--- config.mk ---
export PLATFORM = sky130hd
export DESIGN_NAME = gcm_prefetch_gate
export DESIGN_NICKNAME = d
export VERILOG_FILES = /design/src/rtl/gcm_prefetch_gate_pkg.sv /design/src/rtl/gcm_gcl_fetch.sv /design/src/rtl/gcm_prefetch_gate.sv
export SDC_FILE = /design/constraint.sdc
export NUM_CORES = 1
export LEC_CHECK = 0
export CORE_MARGIN = 3
export CORE_UTILIZATION = 55
export DETAILED_ROUTE_END_ITERATION = 12
export PLACE_DENSITY_LB_ADDON = 0.08
export SYNTH_ARGS = -nofsm -noshare
export SYNTH_HDL_FRONTEND = slang
export SYNTH_SLANG_ARGS = --single-unit
--- constraint.sdc ---
create_clock -name clk -period 4.1 [get_ports clk]
set_clock_uncertainty 0.15 [all_clocks]
set_input_delay 0.82 -clock clk [delete_from_list [all_inputs] [get_ports clk]]
set_output_delay 0.82 -clock clk [all_outputs]
set_load 0.03 [all_outputs]
--- src/rtl/gcm_prefetch_gate_pkg.sv ---
// gcm_prefetch_gate_pkg: GCL fetch FSM encodings and the slot-index width helper.
package gcm_prefetch_gate_pkg;
  localparam logic [2:0] S_INIT  = 3'd0;
  localparam logic [2:0] S_FETCH = 3'd1;
  localparam logic [2:0] S_WAIT  = 3'd2;
  localparam logic [2:0] S_LOAD  = 3'd3;
  localparam logic [2:0] S_FULL  = 3'd4;
  function automatic int clog2(input int v);
    int r;
    r = 0;
    while ((1 << r) < v) r++;
    return r;
  endfunction
endpackage

--- src/rtl/gcm_gcl_fetch.sv ---
// gcm_gcl_fetch: GCL RAM fetch FSM, address wrap, read-latency counter and active/shadow buffers.
module gcm_gcl_fetch
  import gcm_prefetch_gate_pkg::*;
#(
  parameter int CH     = 8,
  parameter int SLOTS  = 16,
  parameter int AW     = 5,
  parameter int RD_LAT = 2
) (
  input  logic                clk,
  input  logic                rst_n,
  input  logic                stop_i,
  input  logic                cfg_done_i,
  input  logic [AW-1:0]       cfg_last_i,
  input  logic                wrap_i,
  input  logic [CH*SLOTS-1:0] gcl_data_i,
  output logic                gcl_rd_o,
  output logic [AW-1:0]       gcl_addr_o,
  output logic [CH*SLOTS-1:0] active_o,
  output logic                active_vld_o,
  output logic                underrun_ev_o
);
  localparam int W  = CH * SLOTS;
  localparam int LW = clog2(RD_LAT) + 1;
  logic [2:0]    state_q, state_d;
  logic [AW-1:0] addr_q, addr_d;
  logic [LW-1:0] cnt_q, cnt_d;
  logic          rd_q, rd_d;
  logic [W-1:0]  active_q, active_d, shadow_q, shadow_d;
  logic          active_vld_q, active_vld_d, shadow_vld_q, shadow_vld_d;
  // a word landing in the same cycle as the wrap is still in time, so it is no underrun
  assign underrun_ev_o = wrap_i & ~shadow_vld_q & (state_q != S_LOAD) & ~stop_i;
  assign gcl_rd_o      = rd_q;
  assign gcl_addr_o    = addr_q;
  assign active_o      = active_q;
  assign active_vld_o  = active_vld_q;
  always_comb begin
    state_d      = state_q;
    addr_d       = addr_q;
    cnt_d        = cnt_q;
    rd_d         = 1'b0;
    active_d     = wrap_i ? shadow_q : active_q;
    active_vld_d = wrap_i ? shadow_vld_q : active_vld_q;
    shadow_d     = shadow_q;
    shadow_vld_d = wrap_i ? 1'b0 : shadow_vld_q;
    case (state_q)
      S_INIT:  state_d = cfg_done_i ? S_FETCH : S_INIT;
      S_FETCH: begin
        rd_d    = 1'b1;
        cnt_d   = '0;
        state_d = S_WAIT;
      end
      S_WAIT: begin
        cnt_d   = cnt_q + 1'b1;
        state_d = (cnt_q == LW'(RD_LAT - 1)) ? S_LOAD : S_WAIT;
      end
      S_LOAD: begin
        if (active_vld_d) begin
          shadow_d     = gcl_data_i;
          shadow_vld_d = 1'b1;
        end else begin
          active_d     = gcl_data_i;
          active_vld_d = 1'b1;
        end
        addr_d  = (addr_q >= cfg_last_i) ? '0 : addr_q + 1'b1;
        state_d = (active_vld_d && shadow_vld_d) ? S_FULL : S_FETCH;
      end
      S_FULL:  state_d = shadow_vld_q ? S_FULL : S_FETCH;
      default: state_d = S_INIT;
    endcase
    if (stop_i) begin
      state_d      = S_INIT;
      addr_d       = '0;
      cnt_d        = '0;
      rd_d         = 1'b0;
      active_vld_d = 1'b0;
      shadow_vld_d = 1'b0;
    end
  end
  always_ff @(posedge clk or negedge rst_n) begin
    if (!rst_n) begin
      state_q      <= S_INIT;
      addr_q       <= '0;
      cnt_q        <= '0;
      rd_q         <= 1'b0;
      active_q     <= '0;
      shadow_q     <= '0;
      active_vld_q <= 1'b0;
      shadow_vld_q <= 1'b0;
    end else begin
      state_q      <= state_d;
      addr_q       <= addr_d;
      cnt_q        <= cnt_d;
      rd_q         <= rd_d;
      active_q     <= active_d;
      shadow_q     <= shadow_d;
      active_vld_q <= active_vld_d;
      shadow_vld_q <= shadow_vld_d;
    end
  end
endmodule

--- src/rtl/gcm_prefetch_gate.sv ---
// gcm_prefetch_gate: steps through the GCL slot by slot and masks TGM requests with the current gate vector.
module gcm_prefetch_gate
  import gcm_prefetch_gate_pkg::*;
#(
  parameter int CH     = 8,
  parameter int SLOTS  = 16,
  parameter int AW     = 5,
  parameter int RD_LAT = 2
) (
  input  logic                       clk,
  input  logic                       rst_n,
  input  logic                       cfg_done_i,
  input  logic [AW-1:0]              cfg_last_i,
  input  logic                       test_start_i,
  input  logic                       test_stop_i,
  input  logic                       slot_shift_i,
  input  logic [CH-1:0]              req_i,
  output logic                       gcl_rd_o,
  output logic [AW-1:0]              gcl_addr_o,
  input  logic [CH*SLOTS-1:0]        gcl_data_i,
  output logic [CH-1:0]              gate_valid_o,
  output logic [clog2(SLOTS)-1:0]    slot_idx_o,
  output logic                       underrun_o
);
  localparam int SW = clog2(SLOTS);
  logic [SW-1:0]       slot_q, slot_d;
  logic [CH-1:0]       gate_q, gate_d;
  logic                underrun_q, underrun_d;
  logic                adv, wrap, underrun_ev, active_vld;
  logic [CH*SLOTS-1:0] active;
  assign adv  = test_start_i & slot_shift_i;
  assign wrap = adv & (slot_q == SW'(SLOTS - 1));
  gcm_gcl_fetch #(.CH(CH), .SLOTS(SLOTS), .AW(AW), .RD_LAT(RD_LAT)) u_fetch (
    .clk           (clk),
    .rst_n         (rst_n),
    .stop_i        (test_stop_i),
    .cfg_done_i    (cfg_done_i),
    .cfg_last_i    (cfg_last_i),
    .wrap_i        (wrap),
    .gcl_data_i    (gcl_data_i),
    .gcl_rd_o      (gcl_rd_o),
    .gcl_addr_o    (gcl_addr_o),
    .active_o      (active),
    .active_vld_o  (active_vld),
    .underrun_ev_o (underrun_ev)
  );
  always_comb begin
    slot_d     = test_stop_i ? '0 : slot_q + SW'(adv);
    gate_d     = (!test_stop_i && active_vld && test_start_i) ? active[slot_q*CH +: CH] & req_i : '0;
    underrun_d = !test_stop_i && (underrun_q || underrun_ev);
  end
  always_ff @(posedge clk or negedge rst_n) begin
    if (!rst_n) begin
      slot_q     <= '0;
      gate_q     <= '0;
      underrun_q <= 1'b0;
    end else begin
      slot_q     <= slot_d;
      gate_q     <= gate_d;
      underrun_q <= underrun_d;
    end
  end
  assign gate_valid_o = gate_q;
  assign slot_idx_o   = slot_q;
  assign underrun_o   = underrun_q;
endmodule

==> results.yml, run 1 <==
run_status:
  status: "finished clean"
logic_synthesis:
  synth.distinct_cells: 45
  synth-seq-cells: 282
  synth_compound_area_share_pct: 1.86
  synth-main-ff-cell: "dfrtp_1"
  synth_xor_xnor_area_share_pct: 0.189
  synth_area_leaders: "dfrtp_1 51%, mux2_2 22%, mux2_4 11%, mux4_2 5.2%, buf_12 1.6%"
  synth_top_family_by_area: "multiplexers"
  synth_edf_count: 0
  synthSimpleGateAreaFrac_pct: 2.88
  synth_fa_ha_area_share_pct: 0.811
  syn_nets: 1045
  async_flop_share_pct: 100
  yosysSeqAreaShare_pct: 50.8
  yosysWarnings: 0
  netlist_area_um2: 13900
  syn_inst: 889
  synth_most_common_cell: "dfrtp_1"
  synth_area_leader_cell: "dfrtp_1"
  synth_common_cells: "282 x dfrtp_1, 275 x mux2_2, 100 x mux2_4"
  yosys.area.top_type_share_pct: 50.8
  avgSynthCellArea_um2: 15.6
  synth.area.mux_share_pct: 39.2
power:
  leakagePower_uw: 0.00733
  p_per_area_nw_per_um2: 507
  vdd_drop_max_mv: 0.288
floorplanning:
  die-area_um2: 27200
  ios: 166
  start_util_pct: 56.6
  coreArea_um2: 24500
  die_x_um: 165
  rows: 57
  die_h_um: 165
routing:
  first_iter_violations: 483
  route.detailed.drc: 0
  firstDrtPassIters: 4
  via_per_inst: 5.60
  antenna_left: 0
  wl_per_cell_um: 21.7
  routed_wl_um: 30200
  dr_total_vias: 7777
final_layout:
  multi_input_area_um2: 6270
  fillers: 1776
  final_area_um2: 16600
  syn_to_final_growth_pct: 19.5
  drive_above_1_share_pct: 45.0
  regArea_um2: 7060
  finalNetCount: 1202
  fin_util_pct: 67.6
critical_path:
  cp_slowest_cell: "clkdlybuf4s50_1"
  path_max_fanout: 14
  crit_required_ns: 3.13
  path_cells: "clkdlybuf4s50_1"
  critPathCaptureType: "output pin"
  cp_num_buf_inv: 1
  r2r_start: "slot_idx_o[0]"
  critPathMaxStageDelay_ns: 0.77
  crit_start: "slot_idx_o[0]"
  worstSetupPathType: "flop to output pin"
  crit_arrival_ns: 2.03
  crit_family: "buffers and inverters"
  startpoint_type: "flop"
clock_network:
  cts_buffer_depth: 3
  cts_resized: 0
  cts_buffers: 30
  ctsRootBufferMaster: "clkbuf_16"
  cts_max_level: 1
  path_clk_slew_ns: 0.06
  cts_tree: "done"
  cts_setup_buffers: 0
  clock_latency_ns: 0.55
  hold_buffers: 0
  cts.sinks: 282
sta:
  fin_crit_ns: 3.00
  tns_ns: 0
  finalSetupViolations: 0
  fmax_mhz: 334
  worstMarginPinSlew_ns: 0.805
  worst_hold_slack_ns: 0.0932
  finalCritPeriodShare_pct: 73.1
  hold_viol_final: 0
  rsz0062_at_grt: "no"
  setup_ws_ns: 1.10
  slew_headroom_pct: 46.1
  slew_violations: 0
global_routing:
  grt_max_degree: 89
  overflow: 0
  track_usage_pct: 22.6
  grt_pass1_vias: 8211
  antenna_found_initial: 5
  grt_pass1_wl_um: 47500
placement:
  place_congestion: 0.775
  portBuffers: 165
  placed_area_um2: 15700
  dp_slack_ns: 0.732
  post-dp-hpwl_um: 20100
run:
  drv_cap: 0
hold_path:
  hold_path.class: "input port to asynchronous set/reset pin"
-- sequential cells by signal, summed over array words and instances, names as in the netlist --
name and cells:
u_fetch.shadow_q 128, u_fetch.state_q 3, u_fetch.active_o 128, slot_idx_o 4, underrun_o 1, gate_valid_o 8, u_fetch.gcl_rd_o 1, u_fetch.active_vld_o 1
u_fetch.shadow_vld_q 1, u_fetch.cnt_q 2, u_fetch.gcl_addr_o 5
-- final timing paths --
| path | end | slack, ns | cells after the start |
|---|---|---|---|
| max in group asynchronous | u_fetch.active_o[62] | 2.74 | 2 |
| min | u_fetch.shadow_q[66] | 0.09 | 1 |
| min in group clk | u_fetch.shadow_q[120] | 0.33 | 1 |
| max reg2reg | u_fetch.shadow_q[127] | 1.33 | 5 |
| max | slot_idx_o[0] | 1.10 | 1 |
| min reg2reg | u_fetch.shadow_q[120] | 0.33 | 1 |
-- layer usage --
metal | global-route usage, % | wire length, um | part of all wire [%]
met2 | 34.7 | 13600 | 45
met3 | 4.09 | 1430 | 4.7
met4 | 4.27 | 482 | 1.6
met1 | 34.3 | 14600 | 48
met5 | 0 | 51 | 0.17
-- layout by cell type (no fill, tap or decap), drive strengths merged, types with 2 or more instances in the layout --
cell / n
a211oi: 4
a21oi: 5
a31oi: 4
and3b: 2
buf: 19
clkbuf: 47
clkdlybuf4s50: 164
clkinv: 2
dfrtp: 282
diode: 2
ha: 9
inv: 10
mux2: 384
mux2i: 3
mux4: 32
nand2: 9
nand2b: 9
nand3: 6
nand4: 2
nor2: 14
nor2b: 9
nor3: 12
nor4: 3
o211ai: 7
o21ai: 9
o22ai: 2
xnor2: 2
-- power breakdown --
group          internal (uW)  switching [uW]
clock network           1490            1050
logic                   1390             598
registers               3490             401
total                   6370            2050
-- cell type report --
| type | instances | share of cell area, % |
|---|---|---|
| repair buffers | 183 | 11.5 |
| multi-input cells | 539 | 37.8 |
| inverters | 10 | 0.226 |
| well taps | 324 | 2.44 |
| flip-flops and latches | 282 | 42.5 |
| clock inverters | 2 | 0.0603 |
| clock buffers | 47 | 5.46 |
| diodes | 2 | 0.0302 |
-- stage by stage --
stage | total power [uW] | std cells
after floorplan | 5300 | 889
after global placement | 5850 | 1338
after detailed placement | 5940 | 1338
after CTS | 8510 | 1387
after global routing | 8850 | 1388
final | 8420 | 1389
-- logic make-up (layout without fill, tap and decap cells) --
logic type | after synthesis | after routing
AOI/OAI and AO/OA | 37 | 37
xor gates and xnor gates | 3 | 3
adders and majority gates | 9 | 9
buffers and inverters | 68 | 242
DFF | 282 | 282
muxes | 419 | 419
other | 0 | 2
and+or+nand+nor | 71 | 71
Note: power is estimated with default switching activity, not from simulation.
==> inputs of run 2 (changes only) <==
==> constraint.sdc (replaced) <==
create_clock -name clk -period 2.85 [get_ports clk]
set_clock_uncertainty 0.15 [all_clocks]
set_input_delay 0.57 -clock clk [delete_from_list [all_inputs] [get_ports clk]]
set_output_delay 0.57 -clock clk [all_outputs]
set_load 0.03 [all_outputs]
==> run 2 against run 1 <==
  * Critical path type unchanged
  * Utilization is 1.2 points higher
  * Hold slack better by 0.24 ns
  * Highest routed layer unchanged
  * Sequential share of layout area is 0.77 points lower
  * Largest power group unchanged
  * Critical path depth grew 1
==> results.yml, run 2 (synthesis results as in run 1) <==
clock_network:
  cts_max_level: 1
  ctsRootBufferMaster: "clkbuf_16"
  cts_resized: 0
  clock_latency_ns: 0.55
  cts_buffer_depth: 3
  path_clk_slew_ns: 0.06
  cts_buffers: 30
  cts_tree: "done"
  cts_setup_buffers: 0
  cts.sinks: 282
sta:
  fin_crit_ns: 2.64
  slew_violations: 0
  rsz0062_at_grt: "no"
  finalCritPeriodShare_pct: 92.6
  slew_headroom_pct: 58.4
  fmax_mhz: 379
  finalSetupViolations: 0
  hold_viol_final: 0
  worst_hold_slack_ns: 0.336
  worstMarginPinSlew_ns: 0.624
placement:
  placed_area_um2: 16000
  portBuffers: 165
  post-dp-hpwl_um: 21300
  dp_cells: 1361
  place_congestion: 0.761
critical_path:
  critPathCaptureType: "output pin"
  crit_start: "slot_idx_o[2]"
  path_max_fanout: 16
  worstSetupPathType: "flop to output pin"
  r2r_start: "slot_idx_o[1]"
  crit_arrival_ns: 1.92
  crit_required_ns: 2.13
  startpoint_type: "flop"
routing:
  dr_total_vias: 7914
  route.detailed.drc: 0
  via_per_inst: 5.60
  firstDrtPassIters: 4
  antenna_left: 0
  routed_wl_um: 30700
  first_iter_violations: 495
  wl_per_cell_um: 21.7
hold_path:
  hold_path.class: "flop to flop"
  holdCritStartpoint: "u_fetch.shadow_q[124]"
power:
  leakagePower_uw: 0.00748
  p_per_area_nw_per_um2: 717
  p_clk_share_pct: 30.3
  comb_power_share_pct: 23.8
  internal-power_uw: 9170
  p_sw_uw: 2960
  fin_total_pwr_uw: 12100
  vdd_drop_max_mv: 0.470
  seq_power_share_pct: 45.9
  swShare_pct: 24.4
global_routing:
  grt_pass1_wl_um: 48600
  track_usage_pct: 23.1
  grt_max_degree: 76
  antenna_found_initial: 2
  overflow: 0
  grt_pass1_vias: 8569
floorplanning:
  die_h_um: 165
  rows: 57
  die_x_um: 165
  start_util_pct: 56.6
  ios: 166
  die-area_um2: 27200
  coreArea_um2: 24500
final_layout:
  layout_commonest_cell: "dfrtp_1"
  final_cells: 1412
  final_cell_mix: "280 x dfrtp_1, 275 x mux2_2, 164 x clkdlybuf4s50_1, 100 x mux2_4, 32 x mux4_2"
  syn_to_final_growth_pct: 21.7
  drive_above_1_share_pct: 46.1
  finalNetCount: 1226
  multi_input_area_um2: 6270
  final_area_um2: 16900
  fillers: 1757
  regArea_um2: 7060
run:
  drv_cap: 0
run_status:
  status: "finished clean"
==> run 2: layout make-up <==
class,count,share of cell area (%)
diodes,1,0.0148
clock buffers,44,5.05
clock inverters,5,0.363
inverters,10,0.222
multi-input cells,539,37.1
flip-flops and latches,282,41.8
well taps,324,2.40
repair buffers,207,13.1
==> run 2: critical path: stages (launching register included) <==
cell and delay (ns):
dfrtp_1 0.38, buf_4 0.26, clkdlybuf4s50_1 0.72
==> run 2: layer usage <==
layer	track usage, %	up-vias	routed length (um)
li1	-	3625	-
met1	34.7	4078	14500
met2	36.2	174	14100
met3	3.76	35	1570
met4	4.16	2	461
met5	0	-	12
==> run 2: repair_timing <==
item                                    4_1_cts  5_1_grt
hold buffers                                  1        0
hold endpoints to repair                     69        0
endpoints found under the setup margin        0        0
==> run 2: worst paths after layout <==
| path | end | slack, ns | depth (start not counted) |
|---|---|---|---|
| worst min register to register | u_fetch.shadow_q[124] | 0.34 | 1 |
| worst max register to register | u_fetch.shadow_q[1] | 0.60 | 6 |
| worst min-delay path | u_fetch.shadow_q[124] | 0.34 | 1 |
| min in group asynchronous | u_fetch.shadow_q[65] | 0.43 | 2 |
| max in group asynchronous | slot_idx_o[1] | 1.28 | 3 |
| worst max-delay path | slot_idx_o[2] | 0.21 | 2 |
==> run 2: power by group through the flow <==
stage / Sequential, uW / Clock, uW / Combinational, uW
2_1_floorplan: 5410 / 0 / 2220
3_3_place_gp: 5600 / 0 / 2820
3_5_place_dp: 5640 / 0 / 2910
4_1_cts: 5570 / 3770 / 2920
5_1_grt: 5700 / 3930 / 3160
6_report: 5560 / 3680 / 2880
==> run 2: per-stage QoR <==
step	utilization [%]	setup WS [ns]	TNS, ns
2_1_floorplan	-	0.534	0
3_3_place_gp	65.1	-0.00103	-0.00103
3_5_place_dp	65.1	-0.0199	-0.0480
4_1_cts	68.9	0.188	0
5_1_grt	68.9	0.134	0
6_report	68.9	0.211	0
